`src/rtl/mc_ctrl_pkg.sv`:
```
// Shared encodings for the multi-cycle control unit: states, opcode/funct
// fields, ALU operations, extender modes and PC source codes.
package ctrl_encode_def;

  typedef enum logic [3:0] {
    S_IDLE     = 4'd0,
    S_FETCH    = 4'd1,
    S_DECODE   = 4'd2,
    S_EXEC_R   = 4'd3,
    S_EXEC_I   = 4'd4,
    S_MEM_ADDR = 4'd5,
    S_MEM_RD   = 4'd6,
    S_MEM_WR   = 4'd7,
    S_WB_ALU   = 4'd8,
    S_WB_MEM   = 4'd9,
    S_BRANCH   = 4'd10,
    S_JUMP     = 4'd11,
    S_FAULT    = 4'd12
  } state_e;

  localparam logic [5:0] OP_RTYPE = 6'b000000;
  localparam logic [5:0] OP_J     = 6'b000010;
  localparam logic [5:0] OP_JAL   = 6'b000011;
  localparam logic [5:0] OP_BEQ   = 6'b000100;
  localparam logic [5:0] OP_BNE   = 6'b000101;
  localparam logic [5:0] OP_ADDI  = 6'b001000;
  localparam logic [5:0] OP_ADDIU = 6'b001001;
  localparam logic [5:0] OP_ORI   = 6'b001101;
  localparam logic [5:0] OP_LUI   = 6'b001111;
  localparam logic [5:0] OP_LW    = 6'b100011;
  localparam logic [5:0] OP_SW    = 6'b101011;

  localparam logic [5:0] FN_SLL  = 6'b000000;
  localparam logic [5:0] FN_SRL  = 6'b000010;
  localparam logic [5:0] FN_JR   = 6'b001000;
  localparam logic [5:0] FN_ADDU = 6'b100001;
  localparam logic [5:0] FN_SUBU = 6'b100011;
  localparam logic [5:0] FN_AND  = 6'b100100;
  localparam logic [5:0] FN_OR   = 6'b100101;
  localparam logic [5:0] FN_SLT  = 6'b101010;

  localparam logic [3:0] ALU_NOP = 4'd0;
  localparam logic [3:0] ALU_ADD = 4'd1;
  localparam logic [3:0] ALU_SUB = 4'd2;
  localparam logic [3:0] ALU_AND = 4'd3;
  localparam logic [3:0] ALU_OR  = 4'd4;
  localparam logic [3:0] ALU_SLT = 4'd5;
  localparam logic [3:0] ALU_SLL = 4'd6;
  localparam logic [3:0] ALU_SRL = 4'd7;
  localparam logic [3:0] ALU_LUI = 4'd8;

  localparam logic [1:0] EXT_ZERO = 2'd0;
  localparam logic [1:0] EXT_SIGN = 2'd1;
  localparam logic [1:0] EXT_LUI  = 2'd2;

  localparam logic [1:0] PC_PLUS4  = 2'd0;
  localparam logic [1:0] PC_BRANCH = 2'd1;
  localparam logic [1:0] PC_JUMP   = 2'd2;
  localparam logic [1:0] PC_RS     = 2'd3;

  function automatic logic fn_is_r_alu(input logic [5:0] fn);
    return fn inside {FN_ADDU, FN_SUBU, FN_AND, FN_OR, FN_SLT, FN_SLL, FN_SRL};
  endfunction

  function automatic logic [3:0] fn_alu_op(input logic [5:0] fn);
    case (fn)
      FN_ADDU: return ALU_ADD;
      FN_SUBU: return ALU_SUB;
      FN_AND:  return ALU_AND;
      FN_OR:   return ALU_OR;
      FN_SLT:  return ALU_SLT;
      FN_SLL:  return ALU_SLL;
      FN_SRL:  return ALU_SRL;
      default: return ALU_NOP;
    endcase
  endfunction

endpackage

```
`src/rtl/mc_ctrl_if.sv`:
```
// Control bus between mc_ctrl (master) and the shared datapath/memory (slave).
interface mc_ctrl_if #(parameter int CNT_W = 32);
  logic [5:0]       INSTop;
  logic [5:0]       funct;
  logic             zero;
  logic             mem_ready;
  logic             PCWrite;
  logic [1:0]       PCSrc;
  logic             IRWrite;
  logic             IorD;
  logic             MemRead;
  logic             MemWrite;
  logic             MemtoReg;
  logic             RegDst;
  logic             Link;
  logic             RegWrite;
  logic             ALUSrcA;
  logic             Shamt;
  logic [1:0]       ALUSrcB;
  logic [3:0]       ALUOp;
  logic [1:0]       EXTOp;
  logic             Retire;
  logic             Fault;
  logic [3:0]       State;
  logic [CNT_W-1:0] CycleCnt;
  logic [CNT_W-1:0] InstrCnt;

  modport master (
    input  INSTop, funct, zero, mem_ready,
    output PCWrite, PCSrc, IRWrite, IorD, MemRead, MemWrite, MemtoReg, RegDst,
           Link, RegWrite, ALUSrcA, Shamt, ALUSrcB, ALUOp, EXTOp, Retire, Fault,
           State, CycleCnt, InstrCnt
  );

  modport slave (
    output INSTop, funct, zero, mem_ready,
    input  PCWrite, PCSrc, IRWrite, IorD, MemRead, MemWrite, MemtoReg, RegDst,
           Link, RegWrite, ALUSrcA, Shamt, ALUSrcB, ALUOp, EXTOp, Retire, Fault,
           State, CycleCnt, InstrCnt
  );
endinterface

```
`src/rtl/mc_ctrl_wait_timer.sv`:
```
// Memory wait-state counter; flags a timeout when a stalled access has
// already waited WAIT_MAX cycles and memory is still not ready.
module mc_wait_timer #(
  parameter int WAIT_MAX = 15
) (
  input  logic clk,
  input  logic rst,
  input  logic i_wait,
  input  logic i_ready,
  output logic o_timeout
);
  localparam int CW = (WAIT_MAX < 1) ? 1 : $clog2(WAIT_MAX + 1);
  localparam logic [CW-1:0] LIMIT = CW'(WAIT_MAX);

  logic [CW-1:0] r_cnt;

  // Leaving a wait state always goes through a non-wait state or a ready cycle,
  // so clearing here is equivalent to clearing on entry.
  always_ff @(posedge clk) begin
    if (!rst || !i_wait || i_ready)
      r_cnt <= '0;
    else if (r_cnt != LIMIT)
      r_cnt <= r_cnt + CW'(1);
  end

  assign o_timeout = (WAIT_MAX != 0) && i_wait && !i_ready && (r_cnt == LIMIT);
endmodule

```
`src/rtl/mc_ctrl.sv`:
```
// Multi-cycle MIPS-subset control FSM: sequences fetch/decode/execute/memory/
// write-back over a shared datapath, traps on bad opcodes and memory timeouts.
module mc_ctrl
  import ctrl_encode_def::*;
#(
  parameter int WAIT_MAX = 15,
  parameter int CNT_W    = 32
) (
  input logic       clk,
  input logic       rst,
  mc_ctrl_if.master bus
);
  state_e           r_state, w_next;
  logic [CNT_W-1:0] r_cycle_cnt, r_instr_cnt;
  logic             w_retire, w_wait_st, w_timeout;
  logic             w_is_r, w_r_alu, w_jr, w_jump, w_imm, w_mem, w_br;

  assign w_is_r  = (bus.INSTop == OP_RTYPE);
  assign w_r_alu = w_is_r && fn_is_r_alu(bus.funct);
  assign w_jr    = w_is_r && (bus.funct == FN_JR);
  assign w_jump  = w_jr || (bus.INSTop == OP_J) || (bus.INSTop == OP_JAL);
  assign w_imm   = bus.INSTop inside {OP_ADDI, OP_ADDIU, OP_ORI, OP_LUI};
  assign w_mem   = bus.INSTop inside {OP_LW, OP_SW};
  assign w_br    = bus.INSTop inside {OP_BEQ, OP_BNE};

  assign w_wait_st = (r_state == S_FETCH) || (r_state == S_MEM_RD) || (r_state == S_MEM_WR);

  mc_wait_timer #(.WAIT_MAX(WAIT_MAX)) u_timer (
    .clk      (clk),
    .rst      (rst),
    .i_wait   (w_wait_st),
    .i_ready  (bus.mem_ready),
    .o_timeout(w_timeout)
  );

  always_ff @(posedge clk) begin
    if (!rst) r_state <= S_IDLE;
    else      r_state <= w_next;
  end

  always_comb begin
    w_next       = r_state;
    w_retire     = 1'b0;
    bus.PCWrite  = 1'b0;
    bus.PCSrc    = PC_PLUS4;
    bus.IRWrite  = 1'b0;
    bus.IorD     = 1'b0;
    bus.MemRead  = 1'b0;
    bus.MemWrite = 1'b0;
    bus.MemtoReg = 1'b0;
    bus.RegDst   = 1'b0;
    bus.Link     = 1'b0;
    bus.RegWrite = 1'b0;
    bus.ALUSrcA  = 1'b0;
    bus.Shamt    = 1'b0;
    bus.ALUSrcB  = 2'd0;
    bus.ALUOp    = ALU_NOP;
    bus.EXTOp    = EXT_ZERO;
    bus.Fault    = 1'b0;
    case (r_state)
      S_IDLE: w_next = S_FETCH;
      S_FETCH: begin
        bus.MemRead = 1'b1;
        if (bus.mem_ready) begin
          bus.IRWrite = 1'b1;
          bus.PCWrite = 1'b1;
          w_next      = S_DECODE;
        end else if (w_timeout) w_next = S_FAULT;
      end
      S_DECODE: begin
        if      (w_r_alu) w_next = S_EXEC_R;
        else if (w_jump)  w_next = S_JUMP;
        else if (w_imm)   w_next = S_EXEC_I;
        else if (w_mem)   w_next = S_MEM_ADDR;
        else if (w_br)    w_next = S_BRANCH;
        else              w_next = S_FAULT;
      end
      S_EXEC_R: begin
        // Shifts take their amount from shamt, so port A leaves rs.
        bus.Shamt   = (bus.funct == FN_SLL) || (bus.funct == FN_SRL);
        bus.ALUSrcA = !bus.Shamt;
        bus.ALUOp   = fn_alu_op(bus.funct);
        w_next      = S_WB_ALU;
      end
      S_EXEC_I: begin
        bus.ALUSrcA = 1'b1;
        bus.ALUSrcB = 2'd1;
        bus.ALUOp   = (bus.INSTop == OP_ORI) ? ALU_OR :
                      (bus.INSTop == OP_LUI) ? ALU_LUI : ALU_ADD;
        bus.EXTOp   = (bus.INSTop == OP_ORI) ? EXT_ZERO :
                      (bus.INSTop == OP_LUI) ? EXT_LUI : EXT_SIGN;
        w_next      = S_WB_ALU;
      end
      S_WB_ALU: begin
        bus.RegWrite = 1'b1;
        bus.RegDst   = w_is_r;
        w_retire     = 1'b1;
        w_next       = S_FETCH;
      end
      S_MEM_ADDR: begin
        bus.ALUSrcA = 1'b1;
        bus.ALUSrcB = 2'd1;
        bus.ALUOp   = ALU_ADD;
        bus.EXTOp   = EXT_SIGN;
        w_next      = (bus.INSTop == OP_LW) ? S_MEM_RD : S_MEM_WR;
      end
      S_MEM_RD: begin
        bus.MemRead = 1'b1;
        bus.IorD    = 1'b1;
        if (bus.mem_ready) w_next = S_WB_MEM;
        else if (w_timeout) w_next = S_FAULT;
      end
      S_MEM_WR: begin
        bus.MemWrite = 1'b1;
        bus.IorD     = 1'b1;
        if (bus.mem_ready) begin
          w_retire = 1'b1;
          w_next   = S_FETCH;
        end else if (w_timeout) w_next = S_FAULT;
      end
      S_WB_MEM: begin
        bus.RegWrite = 1'b1;
        bus.MemtoReg = 1'b1;
        w_retire     = 1'b1;
        w_next       = S_FETCH;
      end
      S_BRANCH: begin
        bus.ALUSrcA = 1'b1;
        bus.ALUOp   = ALU_SUB;
        bus.EXTOp   = EXT_SIGN;
        bus.PCSrc   = PC_BRANCH;
        bus.PCWrite = (bus.INSTop == OP_BEQ) ? bus.zero : !bus.zero;
        w_retire    = 1'b1;
        w_next      = S_FETCH;
      end
      S_JUMP: begin
        bus.PCWrite  = 1'b1;
        bus.PCSrc    = w_jr ? PC_RS : PC_JUMP;
        bus.Link     = (bus.INSTop == OP_JAL);
        bus.RegWrite = (bus.INSTop == OP_JAL);
        w_retire     = 1'b1;
        w_next       = S_FETCH;
      end
      S_FAULT: bus.Fault = 1'b1;
      default: w_next = S_IDLE;
    endcase
  end

  always_ff @(posedge clk) begin
    if (!rst) begin
      r_cycle_cnt <= '0;
      r_instr_cnt <= '0;
    end else begin
      if (r_state != S_IDLE && r_state != S_FAULT) r_cycle_cnt <= r_cycle_cnt + CNT_W'(1);
      if (w_retire) r_instr_cnt <= r_instr_cnt + CNT_W'(1);
    end
  end

  assign bus.Retire   = w_retire;
  assign bus.State    = r_state;
  assign bus.CycleCnt = r_cycle_cnt;
  assign bus.InstrCnt = r_instr_cnt;
endmodule
```
`src/flat_wrapper.sv`:
```
// flat-port wrapper written by rule: the top's interface ports become plain ports
module mc_ctrl_flat import ctrl_encode_def::*;
#(
  parameter int WAIT_MAX = 15,
  parameter int CNT_W    = 32
)
  (clk, rst, bus_INSTop, bus_funct, bus_zero, bus_mem_ready, bus_PCWrite, bus_PCSrc, bus_IRWrite, bus_IorD, bus_MemRead, bus_MemWrite, bus_MemtoReg, bus_RegDst, bus_Link, bus_RegWrite, bus_ALUSrcA, bus_Shamt, bus_ALUSrcB, bus_ALUOp, bus_EXTOp, bus_Retire, bus_Fault, bus_State, bus_CycleCnt, bus_InstrCnt);
  mc_ctrl_if #(.CNT_W(CNT_W)) bus_i ();
  input logic clk;
  input logic rst;
  input wire logic [$bits(bus_i.INSTop)-1:0] bus_INSTop;
  input wire logic [$bits(bus_i.funct)-1:0] bus_funct;
  input wire logic [$bits(bus_i.zero)-1:0] bus_zero;
  input wire logic [$bits(bus_i.mem_ready)-1:0] bus_mem_ready;
  output wire logic [$bits(bus_i.PCWrite)-1:0] bus_PCWrite;
  output wire logic [$bits(bus_i.PCSrc)-1:0] bus_PCSrc;
  output wire logic [$bits(bus_i.IRWrite)-1:0] bus_IRWrite;
  output wire logic [$bits(bus_i.IorD)-1:0] bus_IorD;
  output wire logic [$bits(bus_i.MemRead)-1:0] bus_MemRead;
  output wire logic [$bits(bus_i.MemWrite)-1:0] bus_MemWrite;
  output wire logic [$bits(bus_i.MemtoReg)-1:0] bus_MemtoReg;
  output wire logic [$bits(bus_i.RegDst)-1:0] bus_RegDst;
  output wire logic [$bits(bus_i.Link)-1:0] bus_Link;
  output wire logic [$bits(bus_i.RegWrite)-1:0] bus_RegWrite;
  output wire logic [$bits(bus_i.ALUSrcA)-1:0] bus_ALUSrcA;
  output wire logic [$bits(bus_i.Shamt)-1:0] bus_Shamt;
  output wire logic [$bits(bus_i.ALUSrcB)-1:0] bus_ALUSrcB;
  output wire logic [$bits(bus_i.ALUOp)-1:0] bus_ALUOp;
  output wire logic [$bits(bus_i.EXTOp)-1:0] bus_EXTOp;
  output wire logic [$bits(bus_i.Retire)-1:0] bus_Retire;
  output wire logic [$bits(bus_i.Fault)-1:0] bus_Fault;
  output wire logic [$bits(bus_i.State)-1:0] bus_State;
  output wire logic [$bits(bus_i.CycleCnt)-1:0] bus_CycleCnt;
  output wire logic [$bits(bus_i.InstrCnt)-1:0] bus_InstrCnt;
  assign bus_i.INSTop = bus_INSTop;
  assign bus_i.funct = bus_funct;
  assign bus_i.zero = bus_zero;
  assign bus_i.mem_ready = bus_mem_ready;
  assign bus_PCWrite = bus_i.PCWrite;
  assign bus_PCSrc = bus_i.PCSrc;
  assign bus_IRWrite = bus_i.IRWrite;
  assign bus_IorD = bus_i.IorD;
  assign bus_MemRead = bus_i.MemRead;
  assign bus_MemWrite = bus_i.MemWrite;
  assign bus_MemtoReg = bus_i.MemtoReg;
  assign bus_RegDst = bus_i.RegDst;
  assign bus_Link = bus_i.Link;
  assign bus_RegWrite = bus_i.RegWrite;
  assign bus_ALUSrcA = bus_i.ALUSrcA;
  assign bus_Shamt = bus_i.Shamt;
  assign bus_ALUSrcB = bus_i.ALUSrcB;
  assign bus_ALUOp = bus_i.ALUOp;
  assign bus_EXTOp = bus_i.EXTOp;
  assign bus_Retire = bus_i.Retire;
  assign bus_Fault = bus_i.Fault;
  assign bus_State = bus_i.State;
  assign bus_CycleCnt = bus_i.CycleCnt;
  assign bus_InstrCnt = bus_i.InstrCnt;
  mc_ctrl #(.WAIT_MAX(WAIT_MAX), .CNT_W(CNT_W)) u_core (.clk(clk), .rst(rst), .bus(bus_i));
endmodule
```
`config.mk`:
```
export PLATFORM = sky130hd
export DESIGN_NAME = mc_ctrl_flat
export DESIGN_NICKNAME = d
export VERILOG_FILES = /design/src/rtl/mc_ctrl_pkg.sv /design/src/rtl/mc_ctrl_if.sv /design/src/rtl/mc_ctrl_wait_timer.sv /design/src/rtl/mc_ctrl.sv /design/src/flat_wrapper.sv
export SDC_FILE = /design/constraint.sdc
export NUM_CORES = 1
export LEC_CHECK = 0
export CORE_ASPECT_RATIO = 0.9
export CORE_MARGIN = 10
export CORE_UTILIZATION = 53
export CTS_CLUSTER_SIZE = 25
export DETAILED_ROUTE_END_ITERATION = 8
export PLACE_DENSITY = 0.93
export REMOVE_ABC_BUFFERS = 1
export SYNTH_ARGS = -nofsm -noshare
export SYNTH_HDL_FRONTEND = slang
export SYNTH_SLANG_ARGS = --single-unit
```
`constraint.sdc`:
```
create_clock -name clk -period 3 [get_ports clk]
set_input_delay 0.45 -clock clk [delete_from_list [all_inputs] [get_ports clk]]
set_output_delay 0.45 -clock clk [all_outputs]
set_load 0.05 [all_outputs]
```
; Word level (Yosys, flattened, before mapping)
; Index checks and enable logic that the tools add are counted.
[word_totals]
regBits = 72
inputBits = 16
out_inout_bits = 91
wordCells = 109
[op_classes]
add_sub_neg = 3
eq_ne = 32
muxes = 36
n_reduce_logical = 34
[op_table]
columns = op, count
row1 = 32-bit by 1-bit adder with 32-bit output (second input constant), 2
row2 = 6-bit equality test (second input constant), 7
row3 = 4-bit 2-to-1 mux, 10
row4 = 4-bit one-hot mux with 8 select lines, 1
row5 = 6-bit by 4-bit equality test with 1-bit output (second input constant), 5
row6 = 4-bit equality test (second input constant), 6
row7 = 3-bit one-hot mux with 7 select lines, 1
row8 = 6-bit by 2-bit equality test with 1-bit output (second input constant), 3
row9 = 4-bit by 3-bit equality test with 1-bit output (second input constant), 4
row10 = 4-bit one-hot mux with 4 select lines, 1
row11 = 1-bit 2-to-1 mux, 14
row12 = 6-bit by 3-bit equality test with 1-bit output (second input constant), 2
row13 = 6-bit logical NOT, 2
row14 = 2-bit OR reduction, 6
row15 = 4-bit by 2-bit equality test with 1-bit output (second input constant), 2
row16 = 4-bit != test (second input constant), 2
row17 = 2-bit one-hot mux with 2 select lines, 2
row18 = 4-bit nonzero test, 2
row19 = 1-bit logical OR, 7
row20 = 7-bit nonzero test, 1
row21 = 1-bit one-hot mux with 2 select lines, 3
row22 = 1-bit logical AND, 5
row23 = 1-bit logical NOT, 5
row24 = 5-bit OR reduction, 1
row25 = 9 further kinds, 11

; Depth between registers and ports, before layout
; Gate-level depths: netlist of the first run.
[depth]
ltp_word = 8
ltp_mapped = 7
ltp_nobuf = 6

; Modules after synthesis
; Synthesis of the first run repeated with hierarchy kept, for this count alone.
[hier_totals]
cells_unflattened = 497
area_unflattened_um2 = 3942.5
[by_module_without_submodules]
columns = mod, n_inst, cells_per_inst, area_per_inst_um2, seq_area_each_um2
row1 = mc_ctrl, 1, 477, 3736.1, 1361.3
row2 = mc_wait_timer, 1, 20, 206.4, 80.1

; Worst setup path before layout of the first run
; OpenSTA, ideal clock, no wires.
[synth_timing]
kind = input to output
start = in bus_funct[2]
end = out bus_ALUOp[0]
arrival_ns = 2.882
t_required_ns = 2.550
path_slack_ns = -0.332
cell_stages = 6
n_path_buf = 1
cell_sequence = clkbuf_1 > nor4bb_1 > a31oi_1 > nor2_1 > a31oi_1 > o41ai_1
[synth_via]
elab_chain_cells = 3
word_cells_on_any_way = 9
classes_between = 6 x eq/ne / 2 x mux / 1 x reduce/logical
[synth_lines]
columns = element, line_no
row1 = start: declaration, flat_wrapper.sv:12  ; input wire logic [$bits(bus_i.funct)-1:0] bus_funct;
row2 = 6-bit by 2-bit equality test with 1-bit output (tied with other cells), mc_ctrl_pkg.sv:66  ; case (fn)
row3 = 3-bit one-hot mux with 7 select lines (*), mc_ctrl_pkg.sv:66
row4 = 4-bit one-hot mux with 4 select lines (*), mc_ctrl.sv:60  ; case (r_state)
row5 = end: declaration, flat_wrapper.sv:28  ; output wire logic [$bits(bus_i.ALUOp)-1:0] bus_ALUOp;
; Mark *: on every way between the ends. The rest lies on a longest branch, timed or not.

; Worst setup path after layout of the first run
[layout_timing]
start = reg u_core.r_state[1], in the netlist u_core.bus.State[1]
end = out bus_MemRead
[layout_via]
elab_chain_cells = 3
word_cells_on_any_way = 4
classes_between = 2 x eq/ne / 1 x mux / 1 x reduce/logical
[layout_lines]
columns = element, line_no
row1 = start: declaration, mc_ctrl.sv:13  ; state_e r_state, w_next;
row2 = start signal: assignment, mc_ctrl.sv:38  ; else r_state <= w_next;
row3 = 4-bit by 3-bit equality test with 1-bit output / 4-bit by 1-bit equality test with 1-bit output (equally long branches), mc_ctrl.sv:60
row4 = 2-bit OR reduction (no source line) (*), --
row5 = 1-bit 2-to-1 mux (*), mc_ctrl.sv:60
row6 = end: declaration, flat_wrapper.sv:19  ; output wire logic [$bits(bus_i.MemRead)-1:0] bus_MemRead;
; Marked as above.

==> results of run 1 <==
-- repair_timing --
item                                   4_1_cts  5_1_grt
resized for setup                            0        1
endpoints found under the hold margin        0        0
setup endpoints to repair                    0        1
-- critical path, cell delays in order (launching register included) --
cell and delay, ns:
sky130_fd_sc_hd__dfxtp_1 0.60, sky130_fd_sc_hd__nand2_1 0.29, sky130_fd_sc_hd__o22a_1 0.27, sky130_fd_sc_hd__nor2_1 0.08, sky130_fd_sc_hd__clkdlybuf4s50_1 0.82
-- worst min path at each step --
stage | to | depth (start not counted)
floorplan | u_core.u_timer.r_cnt[3] | 1
detailed placement | u_core.bus.CycleCnt[31] | 2
global placement | u_core.bus.CycleCnt[31] | 2
global route | u_core.bus.CycleCnt[31] | 2
CTS | u_core.bus.CycleCnt[31] | 2
finish | u_core.bus.CycleCnt[31] | 2
-- Yosys cell counts, types with 2 or more instances --
cell and instances:
sky130_fd_sc_hd__dfxtp_1 72, sky130_fd_sc_hd__nor2_1 66, sky130_fd_sc_hd__a21oi_1 35, sky130_fd_sc_hd__nand2_1 35, sky130_fd_sc_hd__nand3_1 31, sky130_fd_sc_hd__xnor2_1 27, sky130_fd_sc_hd__o21ai_0 26, sky130_fd_sc_hd__or3_1 24
sky130_fd_sc_hd__clkbuf_1 20, sky130_fd_sc_hd__xor2_1 18, sky130_fd_sc_hd__nor3_1 16, sky130_fd_sc_hd__nand4_1 15, sky130_fd_sc_hd__and3_1 11, sky130_fd_sc_hd__nor4_1 11, sky130_fd_sc_hd__inv_1 9, sky130_fd_sc_hd__nand2b_1 8
sky130_fd_sc_hd__and4_1 6, sky130_fd_sc_hd__nor2b_1 6, sky130_fd_sc_hd__a31oi_1 5, sky130_fd_sc_hd__and2_1 5, sky130_fd_sc_hd__buf_2 4, sky130_fd_sc_hd__o22ai_1 4, sky130_fd_sc_hd__or4_1 4, sky130_fd_sc_hd__ha_1 3
sky130_fd_sc_hd__nand3b_1 3, sky130_fd_sc_hd__or2_2 3, sky130_fd_sc_hd__a211oi_1 2, sky130_fd_sc_hd__a21o_1 2, sky130_fd_sc_hd__buf_1 2, sky130_fd_sc_hd__buf_4 2, sky130_fd_sc_hd__mux2i_1 2, sky130_fd_sc_hd__nand4b_1 2
sky130_fd_sc_hd__nor3b_1 2, sky130_fd_sc_hd__nor4bb_1 2, sky130_fd_sc_hd__o21bai_1 2, sky130_fd_sc_hd__o22a_1 2, sky130_fd_sc_hd__o41ai_1 2
-- cells in the final DEF (no fill, tap or decap), types with 2 or more instances in the layout --
| cell | n |
|---|---|
| sky130_fd_sc_hd__xor2_1 | 18 |
| sky130_fd_sc_hd__or4_1 | 4 |
| sky130_fd_sc_hd__and4_1 | 6 |
| sky130_fd_sc_hd__or2_2 | 3 |
| sky130_fd_sc_hd__nor2b_1 | 6 |
| sky130_fd_sc_hd__nor3b_1 | 2 |
| sky130_fd_sc_hd__buf_12 | 13 |
| sky130_fd_sc_hd__clkdlybuf4s50_1 | 89 |
| sky130_fd_sc_hd__clkinv_4 | 3 |
| sky130_fd_sc_hd__a21o_1 | 2 |
| sky130_fd_sc_hd__mux2i_1 | 2 |
| sky130_fd_sc_hd__a211oi_1 | 2 |
| sky130_fd_sc_hd__nand3_1 | 31 |
| sky130_fd_sc_hd__nand3b_1 | 3 |
| sky130_fd_sc_hd__inv_1 | 9 |
| sky130_fd_sc_hd__clkbuf_8 | 9 |
| sky130_fd_sc_hd__and3_1 | 11 |
| sky130_fd_sc_hd__nand2b_1 | 8 |
| sky130_fd_sc_hd__xnor2_1 | 27 |
| sky130_fd_sc_hd__nand2_1 | 35 |
| sky130_fd_sc_hd__or3_1 | 24 |
| sky130_fd_sc_hd__a31oi_1 | 5 |
| sky130_fd_sc_hd__nor4bb_1 | 2 |
| sky130_fd_sc_hd__o41ai_1 | 2 |
| sky130_fd_sc_hd__nand4_1 | 15 |
| sky130_fd_sc_hd__dfxtp_1 | 72 |
| sky130_fd_sc_hd__o21bai_1 | 2 |
| sky130_fd_sc_hd__o22ai_1 | 4 |
| sky130_fd_sc_hd__a21oi_1 | 35 |
| sky130_fd_sc_hd__ha_1 | 3 |
| sky130_fd_sc_hd__bufinv_16 | 2 |
| sky130_fd_sc_hd__nor3_1 | 16 |
| sky130_fd_sc_hd__buf_4 | 17 |
| sky130_fd_sc_hd__nor4_1 | 11 |
| sky130_fd_sc_hd__nor2_1 | 66 |
| sky130_fd_sc_hd__o21ai_0 | 26 |
| sky130_fd_sc_hd__o22a_1 | 2 |
| sky130_fd_sc_hd__nand4b_1 | 2 |
| sky130_fd_sc_hd__and2_1 | 5 |
-- stage by stage --
step,utilization,hold WS (ns)
after detailed placement,0.732,0.490
final,0.765,0.496
after floorplan,-,0.461
after global routing,0.765,0.535
after global placement,0.732,0.464
after CTS,0.764,0.503
-- routing by layer --
metal / vias to the layer above / wire length [um] / global-route usage
met5: - / 0 / 0
met4: 0 / 261 / 0.0681
met3: 24 / 797 / 0.0539
met2: 133 / 5930 / 0.353
met1: 1957 / 4680 / 0.221
li1: 2015 / - / -
-- flip-flops by register name, summed over array words and instances (netlist names) --
register,count
u_core.bus.State,4
u_core.bus.CycleCnt,32
u_core.u_timer.r_cnt,4
u_core.bus.InstrCnt,32
-- cell type report --
class                           count  area, um^2
Sequential cell                    72        1440
Tap cell                           93         116
Timing Repair Buffer              120        1290
Clock inverter                      7         105
Multi-Input combinational cell    397        2350
Fill cell                         510        1680
Inverter                           10        37.5
Clock buffer                        9         124
-- logic make-up (layout without fill, tap and decap cells) --
| family | after synthesis | count (layout) | share of synthesized area |
|---|---|---|---|
| simple gates | 255 | 255 | 0.343 |
| compound gates | 91 | 91 | 0.135 |
| flops | 72 | 72 | 0.364 |
| xor+xnor | 45 | 45 | 0.0996 |
| buf+inv | 39 | 146 | 0.0420 |
| fa+ha+maj | 3 | 3 | 0.00949 |
| mux | 2 | 2 | 0.00506 |
| other cells | 1 | 1 | 0.000948 |
-- power by group through the flow --
stage	registers, mW	logic [mW]	clock network (mW)
2_1_floorplan	1.10	0.186	0
3_3_place_gp	1.03	0.424	0
3_5_place_dp	1.03	0.437	0
4_1_cts	1.01	0.438	0.885
5_1_grt	1.02	0.468	0.921
6_report	1.01	0.439	0.871
==> summary by stage, run 1 <==
Outcome
The run finished with clean final reports.

Setup path
The startpoint type of the worst setup path is a flip-flop. The most critical setup path has its endpoint at bus_MemRead. The worst setup path is of the flip-flop to output pin kind. The worst register-to-register path ends at u_core.bus.InstrCnt[31].

The required time of the critical path is 2.55 ns. The most critical setup path has its startpoint at u_core.bus.State[1]. The worst reg2reg path startpoint is u_core.bus.State[3].

Counting cells, the worst reg-to-reg path comes to 5. The worst-path maximum fanout is 13. The flop-to-flop setup slack is 0.30 ns. The arrival time of data at the critical path endpoint is 2.41 ns. The capturing element type of the critical path is an output pin.

Clock network
The clock tree synthesis step divided the H-tree into 3 levels. Hold repair after CTS inserted 0 buffers. The number of buffers added for setup after CTS is 0. The clock-pin slew reported for the worst setup and hold paths after clock tree synthesis is 0.09 ns. The CTS tree is built. The clock passes through at most 2 buffers.

At the later pin of the worst-skew pair, clock insertion delay measures 0.35 ns. Counting every sink on the clock net gives 72. The cell at the root of the clock tree is sky130_fd_sc_hd__clkbuf_8. The clock buffer count from CTS is 9.

Logic synthesis
The summed instance area of the synthesized netlist is 3960 um^2. The predominant post-synthesis flop cell is sky130_fd_sc_hd__dfxtp_1. Of the synthesized area, sequential elements account for 0.364.

After synthesis, the share of flip-flops with an asynchronous set or reset is 0. The total number of yosys warnings is 0. The number of standard cells after synthesis is 508. In this run the mean area of a mapped cell was 7.79 um^2.

The number of flops mapped to enable cells by yosys is 0. The unique cell type count in the Yosys netlist is 56. After synthesis the netlist holds a flip-flop and latch count of 72. The cell type with the largest total area after synthesis is sky130_fd_sc_hd__dfxtp_1. The share of synthesized area in the top cell type comes to 0.364. Ranked by total cell area, the synthesized netlist is headed by sky130_fd_sc_hd__dfxtp_1 (36%), sky130_fd_sc_hd__nor2_1 (6.3%), sky130_fd_sc_hd__xnor2_1 (6.0%).

STA
The worst-case clock skew is 0.0116 ns. The slack of the critical path is 0.139 ns. In the final timing run, aggregate negative setup slack is 0 ns. The number of pins with negative max-slew slack in the final report came to 0. In this run the tightest slew margin relative to its limit is 0.375. The maximum clock rate is 349 MHz. Setup repair after global routing left no endpoint under its margin.

The total count of hold-check failures in the final report was 0. Of the available clock period, the critical path in the final layout requires 0.954. At the pin with the least slew margin, the transition time is 0.937 ns. After layout, the minimum clock period comes to 2.86 ns. Setup violations remaining at the end of the flow were counted as 0.

Global route
The via count of the first global-routing pass was 3959. The initial antenna violation count was 0. The total overflow left after global routing is 0. Entering global routing, the biggest net connects 40 pins. Across every metal layer, demand over resource in global routing totals 0.196.

The first-pass GRT wire length is 19100 um.

Floorplan
The floorplan step defined a die boundary enclosing 11300 um^2. Measured along the y axis, the die boundary spans 102 um. 107 I/O pins were placed. The row count is 29.

The floorplan step defined a core boundary enclosing 7150 um^2. The initial standard-cell utilization of the core is 0.554. Measured along the x axis, the die boundary spans 111 um.

Place
The routability-driven placement congestion ratio is 0.906. In this run, placement finished with an instance count of 692. The setup slack at placement is 0.199 ns.

Once placement finished, the instance area stood at 5230 um^2. The number of buffers inserted by port buffering is 105. Once detailed placement completed, the half-perimeter wirelength came to 8770 um.

Drt
For this run, design rule violations remaining after detail routing come to 0. The number of antenna-violating nets in the routed design is 0. The final layout contains routed wiring with a total length of 11700 um. Dividing the detail-routed via count by the number of cells gives 5.83. The first detailed-routing pass ran for 5 iterations. After the first detailed-routing iteration, the DRC count stood at 213.

The overall via count from detail_route is 4129. After detailed routing, the average wire length per cell comes to 16.5 um.

Layout
The post-synthesis to final-layout area growth is 38.1%. The finished cells cover 5470 um^2. 0 antenna diodes ended up in the layout. The finished layout holds 708 standard cells, fillers aside.

The share of layout cells above drive strength 1 is 0.0894. After the last flow step, the layout net total stands at 629.

Pwr
For this design the total switching power over the nets is 706 uW. The worst-case IR drop observed on VDD is 0.376 mV. The power per unit of standard cell area is 425 nW/um^2. The overall power after layout is 2.32 mW.

The fraction of power spent switching nets is 0.304. Of the total power, registers draw 0.436. The leakage power total is 1.88 nW. Of the total power, the clock network draws 0.375. The internal portion of the total power is 1.62 mW. The combinational fraction of design power is 0.189.

Worst hold path
The worst hold-check path type is flip-flop to flip-flop. In this run the most critical hold path is launched from u_core.bus.CycleCnt[31].

Flow run
The number of violations of the max-capacitance limit is 0.
Power figures use the tool's default switching activity.
==> inputs of run 2 (changes only) <==
--- a/config.mk
+++ b/config.mk
@@ -7,10 +7,11 @@
 export LEC_CHECK = 0
 export CORE_ASPECT_RATIO = 0.9
 export CORE_MARGIN = 10
-export CORE_UTILIZATION = 53
+export CORE_UTILIZATION = 35
 export CTS_CLUSTER_SIZE = 25
 export DETAILED_ROUTE_END_ITERATION = 8
-export PLACE_DENSITY = 0.93
+export HOLD_SLACK_MARGIN = 0.06
+export PLACE_DENSITY = 0.67
 export REMOVE_ABC_BUFFERS = 1
 export SYNTH_ARGS = -nofsm -noshare
 export SYNTH_HDL_FRONTEND = slang
==> summary by stage, run 2 (synthesis results as in run 1) <==
Outcome
The run finished with clean final reports.

Global route
The overall fraction of global-route tracks in use is 0.143 (-0.0533). The residual overflow from global routing is 0 (unchanged). The largest net degree at the start of global routing is 37 (-7.5%).

The first-pass GRT wire length is 19300 um (+1.0%). The initial antenna violation count is 0 (unchanged). The via count of the first global-routing pass is 3787 (-4.3%).

Setup path
The timing startpoint of the critical path is bus_funct[2]. Walking the worst path, the cells encountered are clkdlybuf4s50_1, nor4bb_1, a22oi_1, or4_1, o41ai_1, buf_12. The biggest cell delay along the critical path is 0.49 ns (-0.33 ns). The arrival time of data at the critical path endpoint is 2.34 ns (-0.07 ns). The required time of the critical path is 2.55 ns (about the same).

The cell depth of the worst flop-to-flop path is 5 (unchanged). The capturing element type of the critical path is an output pin. STA classifies the critical path startpoint as a primary input. The worst-path maximum fanout is 3 (-10).

The path type of the worst setup path is primary input to output pin. The worst register-to-register path ends at u_core.bus.InstrCnt[31]. The flop-to-flop setup slack was 0.70 ns (+0.40 ns). The cell with the largest stage delay on the worst path is sky130_fd_sc_hd__clkdlybuf4s50_1. The endpoint of the worst setup timing path is bus_ALUOp[2]. The worst reg2reg path startpoint is u_core.bus.State[2].

Clock network
The number of buffers added for setup after CTS came to 0 (unchanged). The number of H-tree levels was 3 (unchanged). The clock network latency to the later pin of the worst-skew pair is 0.32 ns (-0.03 ns). The clock net sink count is 72 (unchanged). The count of instances resized after the clock tree is built is 0 (unchanged). The CTS tree is built.

The post-cts hold buffer count was 0 (unchanged). The root buffer cell chosen for the clock tree is sky130_fd_sc_hd__clkbuf_16. The clock buffer count from CTS was 9 (unchanged). The buffer depth of the longest clock path is 2 (unchanged). The clock-pin slew reported for the worst setup and hold paths after clock tree synthesis came to 0.05 ns (-0.04 ns).

Floorplan
The die area was 16000 um^2 (+41%). The vertical die dimension was 121 um (+19%). The core area is 10900 um^2 (+53%). The initial standard-cell utilization of the core is 0.362 (-0.192). The row count was 36 (+24%). The number of primary I/O pins is 107 (unchanged).

The die width is 132 um (+19%).

Place
The routability-driven placement congestion ratio is 0.910 (+0.38%). The total cell area at the placement stage was 5350 um^2 (+2.1%). The number of buffers inserted by port buffering is 105 (unchanged). The sum of net half-perimeters after detailed placement was 8700 um (-0.76%).

Pwr
The switching power was 675 uW (-4.3%). The internal power of the cells is 1.72 mW (+6.2%). The combinational fraction of design power is 0.188 (about the same).

The overall power after layout is 2.39 mW (+3.0%). The maximum vdd ir drop came to 0.388 mV (+3.1%). The clock share of power is 0.390 (+0.015). The fraction of power spent switching nets is 0.282 (-0.0215). The power per unit of standard cell area is 427 nW/um^2 (+0.50%). The relative contribution of sequential cells to total power is 0.422 (-0.014). The leakage power total is 1.91 nW (+1.2%).

STA
The transition time at the pin with the least slew margin is 0.549 ns (-0.388 ns). The worst-case clock skew was 0.00618 ns (-0.00540 ns). The final period utilization is 0.930 (-0.0237).

The maximum clock rate came to 358 MHz (+2.5%). The final count of negative-setup-slack endpoints is 0 (unchanged). The total count of hold-check failures in the final report is 0 (unchanged).

The number of pins with negative max-slew slack in the final report is 0 (unchanged). The relative slew slack was 0.629 (+0.254). The minimum period implied by the final worst setup slack is 2.79 ns (-0.0711 ns). Setup repair after global routing left no endpoint under its margin.

Layout
The number of filler instances in the final layout is 1044 (+100%). Leaving out fill and tap cells, the most frequent cell in the layout is sky130_fd_sc_hd__clkdlybuf4s50_1. The total non-filler cell area in the finished layout was 5600 um^2 (+2.5%). The share of layout cells above drive strength 1 is 0.0908 (+0.00133). The post-synthesis to final-layout area growth is 41.5%.

The library cells used most frequently in the layout, excluding fill and tap cells, are sky130_fd_sc_hd__clkdlybuf4s50_1 (88), sky130_fd_sc_hd__dfxtp_1 (72), sky130_fd_sc_hd__nor2_1 (66), sky130_fd_sc_hd__a21oi_1 (35), sky130_fd_sc_hd__nand2_1 (35). The number of diodes added for antenna fixing is 0 (unchanged). The final net count is 633 (+0.64%).

Drt
The ratio of routed vias to standard cells came to 5.33 (-8.6%). The total iterations of the first detailed-routing run is 5 (unchanged). The post-detailed-route wirelength per cell was 15.2 um (-7.6%). The overall via count from detail_route was 4101 (-0.68%). The number of antenna-violating nets in the routed design is 0 (unchanged). The total DRC errors in the routed layout is 0 (unchanged).

The number of DRC markers after the initial detailed-route iteration was 381 (+79%). The routed wire length came to 11700 um (+0.33%).

Flow run
The number of violations of the max-capacitance limit came to 0 (unchanged).

Worst hold path
The worst hold-check path type is flip-flop to flip-flop.
==> run 2: how the worst min path moves through the flow <==
| stage | start | endpoint | slack (ns) | cells after the start |
|---|---|---|---|---|
| detailed placement | u_core.bus.CycleCnt[31] | u_core.bus.CycleCnt[31] | 0.48 | 2 |
| global route | u_core.bus.CycleCnt[31] | u_core.bus.CycleCnt[31] | 0.51 | 2 |
| floorplan | u_core.u_timer.r_cnt[3] | u_core.u_timer.r_cnt[3] | 0.46 | 1 |
| finish | u_core.bus.CycleCnt[31] | u_core.bus.CycleCnt[31] | 0.48 | 2 |
| CTS | u_core.bus.CycleCnt[31] | u_core.bus.CycleCnt[31] | 0.48 | 2 |
| global placement | u_core.bus.CycleCnt[31] | u_core.bus.CycleCnt[31] | 0.46 | 2 |
==> run 2: critical path: cells and delay by family <==
family / cells / cell delay [ns]
AO/OA/AOI/OAI: 2 / 0.30
buffers and inverters: 2 / 0.70
AND/OR/NAND/NOR: 2 / 0.89
==> run 2: stage by stage <==
step,TNS (ns),setup slack (ns),instances,utilization,hold WS (ns)
after floorplan,-1.76,-0.369,479,-,0.461
after CTS,0,0.265,769,0.512,0.485
final,0,0.210,769,0.512,0.479
after detailed placement,0,0.287,755,0.488,0.477
after global routing,0,0.0928,769,0.512,0.511
after global placement,0,0.322,755,0.488,0.465
==> run 2: power by group through the flow <==
| stage | clock (mW) | sequential (mW) | combinational, mW |
|---|---|---|---|
| final | 0.932 | 1.01 | 0.450 |
| after global routing | 1.02 | 1.02 | 0.481 |
| after CTS | 0.964 | 1.01 | 0.451 |
| after detailed placement | 0 | 1.03 | 0.450 |
| after global placement | 0 | 1.03 | 0.445 |
| after floorplan | 0 | 1.10 | 0.186 |
==> run 2: metal layers <==
layer | track usage | wire, um | vias up
met5 | 0 | 0 | -
met4 | 0.0458 | 170 | 0
met3 | 0.0513 | 780 | 14
met2 | 0.227 | 5620 | 120
met1 | 0.177 | 5140 | 1939
li1 | - | - | 2028
==> run 2: area by class of cell <==
type                            count  area [um^2]  area share
Timing Repair Buffer              124         1330       0.237
Clock inverter                      1         5.00    0.000894
Sequential cell                    72         1440       0.257
Clock buffer                       13          250      0.0447
Multi-Input combinational cell    397         2350       0.420
Tap cell                          152          190      0.0340
Inverter                           10         37.5     0.00670
==> inputs of run 3 (changes only) <==
--- a/config.mk
+++ b/config.mk
@@ -11,7 +11,6 @@
 export CTS_CLUSTER_SIZE = 25
 export DETAILED_ROUTE_END_ITERATION = 8
 export HOLD_SLACK_MARGIN = 0.06
-export PLACE_DENSITY = 0.67
 export REMOVE_ABC_BUFFERS = 1
 export SYNTH_ARGS = -nofsm -noshare
 export SYNTH_HDL_FRONTEND = slang
==> summary by stage, run 3 (synthesis results as in run 1) <==
Layout
The total non-filler cell area in the finished layout is 5630 um^2 (+0.51%). The library cell used most frequently in the layout, excluding fill and tap cells, is sky130_fd_sc_hd__clkdlybuf4s50_1. The final net count is 633 (unchanged). From synthesis to final layout, the design area changed by 42.2%. The final core utilization was 0.514 (+0.00263).

The share of layout cells above drive strength 1 was 0.0921 (+0.00132). The count of placed standard cells in the final layout, fillers left out is 771 (+0.26%). Leaving out fill and tap cells, the most frequent cells in the layout are sky130_fd_sc_hd__clkdlybuf4s50_1 (89), sky130_fd_sc_hd__dfxtp_1 (72), sky130_fd_sc_hd__nor2_1 (66), sky130_fd_sc_hd__a21oi_1 (35), sky130_fd_sc_hd__nand2_1 (35). The number of diodes added for antenna fixing is 0 (unchanged).

Place
The number of buffers inserted by port buffering is 105 (unchanged). The placed cell count is 755 (unchanged). The routability-driven placement congestion ratio came to 0.885 (-2.7%). The sum of net half-perimeters after detailed placement came to 8630 um (-0.86%). The total cell area at the placement stage is 5350 um^2 (about the same).

Clock network
The clock-pin slew reported for the worst setup and hold paths after clock tree synthesis was 0.05 ns (about the same). The clock net sink count came to 72 (unchanged). The CTS tree is built.

The post-cts hold buffer count came to 0 (unchanged). The tree is rooted in a sky130_fd_sc_hd__clkbuf_16. The count of instances resized after the clock tree is built is 0 (unchanged). The number of H-tree levels is 3 (unchanged). The buffer depth of the longest clock path is 2 (unchanged). The number of buffers added for setup after CTS came to 0 (unchanged). The clock network latency to the later pin of the worst-skew pair is 0.33 ns (about the same). The clock buffer count from CTS is 9 (unchanged).

Setup path
The worst-path maximum fanout is 19 (+16). The cell depth of the worst flop-to-flop path is 5 (unchanged). The critical path in this run is classified as flip-flop to output pin.

The required time of the critical path is 2.55 ns (about the same). The biggest cell delay along the critical path came to 0.89 ns (+0.40 ns). STA classifies the critical path endpoint as an output pin. The worst setup path is launched from a flip-flop. The flop-to-flop setup slack is 0.55 ns (-0.15 ns). In this run the critical register-to-register path is launched from u_core.bus.State[3]. The cell with the largest stage delay on the worst path is sky130_fd_sc_hd__clkdlybuf4s50_1. The arrival time of data at the critical path endpoint is 2.37 ns (+0.03 ns).

The reg-to-reg critical path endpoint is u_core.bus.InstrCnt[31]. The critical path ends at bus_Fault. The timing startpoint of the critical path is u_core.bus.State[3]. The signal on the critical path passes through nor3b_1, clkdlybuf4s50_1.

STA
The number of pins with negative max-slew slack in the final report came to 0 (unchanged). The worst-case clock skew is 0.00659 ns (+0.000416 ns). The final count of negative-setup-slack endpoints was 0 (unchanged). The transition time at the pin with the least slew margin is 0.724 ns (+0.175 ns). The relative slew slack came to 0.505 (-0.125). The total count of hold-check failures in the final report is 0 (unchanged). The final period utilization came to 0.940 (+0.00984). Setup repair after global routing left no endpoint under its margin. The maximum clock rate is 355 MHz (-1.0%). The setup total negative slack is 0 ns (unchanged). The minimum period implied by the final worst setup slack is 2.82 ns (+0.0295 ns).

Drt
The ratio of routed vias to standard cells is 5.24 (-1.7%). The post-detailed-route wirelength per cell is 14.9 um (-2.4%). The total iterations of the first detailed-routing run is 4 (-1). The number of DRC markers after the initial detailed-route iteration came to 274 (-28%).

The number of antenna-violating nets in the routed design is 0 (unchanged). The routed wire length is 11500 um (-2.1%). The overall via count from detail_route came to 4041 (-1.5%). The total DRC errors in the routed layout was 0 (unchanged).

Global route
The via count of the first global-routing pass is 3758 (-0.77%). The residual overflow from global routing is 0 (unchanged). The largest net degree at the start of global routing came to 36 (-2.7%). The overall fraction of global-route tracks in use is 0.141 (-0.00219). The first-pass GRT wire length was 19000 um (-1.5%). The initial antenna violation count was 0 (unchanged).

Floorplan
The row count is 36 (unchanged). The vertical die dimension is 121 um (unchanged). The initial standard-cell utilization of the core came to 0.362 (unchanged). The core area is 10900 um^2 (unchanged). The die area came to 16000 um^2 (unchanged).

The die width is 132 um (unchanged). The number of primary I/O pins is 107 (unchanged).

Outcome
The flow ran to the end, and the final reports show no timing, DRC or antenna violations.

Pwr
The leakage power total is 1.92 nW (+0.63%). The maximum vdd ir drop came to 0.368 mV (-5.0%). The power per unit of standard cell area was 441 nW/um^2 (+3.2%). The overall power after layout is 2.48 mW (+3.7%).

Worst hold path
The worst min-delay path startpoint is u_core.bus.CycleCnt[31]. The tightest min-delay check is of the flip-flop to flip-flop type.

Flow run
The number of violations of the max-capacitance limit is 0 (unchanged).
## run 3: cell count changes in the layout (fill, tap and decap cells not counted)
| cell | previous run | this run |
|---|---|---|
| sky130_fd_sc_hd__bufinv_16 | 0 | 1 |
| sky130_fd_sc_hd__clkbuf_8 | 1 | 0 |
| sky130_fd_sc_hd__clkinv_2 | 1 | 3 |
| sky130_fd_sc_hd__buf_4 | 22 | 21 |
| sky130_fd_sc_hd__clkdlybuf4s50_1 | 88 | 89 |
## run 3: final cells by class
cell class | instances | area (um^2)
clock inverters | 4 | 45.0
flip-flops and latches | 72 | 1440
inverters | 10 | 37.5
clock buffers | 12 | 236
repair buffers | 124 | 1330
fillers | 1066 | 5320
multi-input cells | 397 | 2350
well taps | 152 | 190
## run 3: stage by stage
step / hold slack, ns / worst slack (ns)
floorplan: 0.461 / -0.369
global placement: 0.464 / 0.293
detailed placement: 0.490 / 0.244
CTS: 0.498 / 0.197
global route: 0.529 / 0.0778
finish: 0.488 / 0.180
## run 3: report_power, final
group          internal [mW]  switching, mW
sequential             0.976         0.0433
clock                  0.640          0.385
combinational          0.170          0.266
## run 3: layer usage
metal  vias up  wire length (um)  global-route usage
met1      1915              5170               0.174
met4         0                80              0.0313
met2        88              5530               0.232
met3         6               674              0.0480
li1       2032                 -                   -
met5         -                 0                   0
## run 3: critical path, delay by kind of cell, from the launching register on
family	cells	cell delay, ns
AND/OR/NAND/NOR	1	0.37
flip-flops	1	0.78
buffers and inverters	1	0.89
## run 3: worst min-delay path by stage
stage | cells after the start | slack (ns) | endpoint
2_1_floorplan | 1 | 0.46 | u_core.u_timer.r_cnt[3]
3_3_place_gp | 2 | 0.46 | u_core.bus.CycleCnt[31]
3_5_place_dp | 2 | 0.49 | u_core.bus.CycleCnt[31]
4_1_cts | 2 | 0.50 | u_core.bus.CycleCnt[31]
5_1_grt | 2 | 0.53 | u_core.bus.InstrCnt[31]
6_report | 2 | 0.49 | u_core.bus.CycleCnt[31]
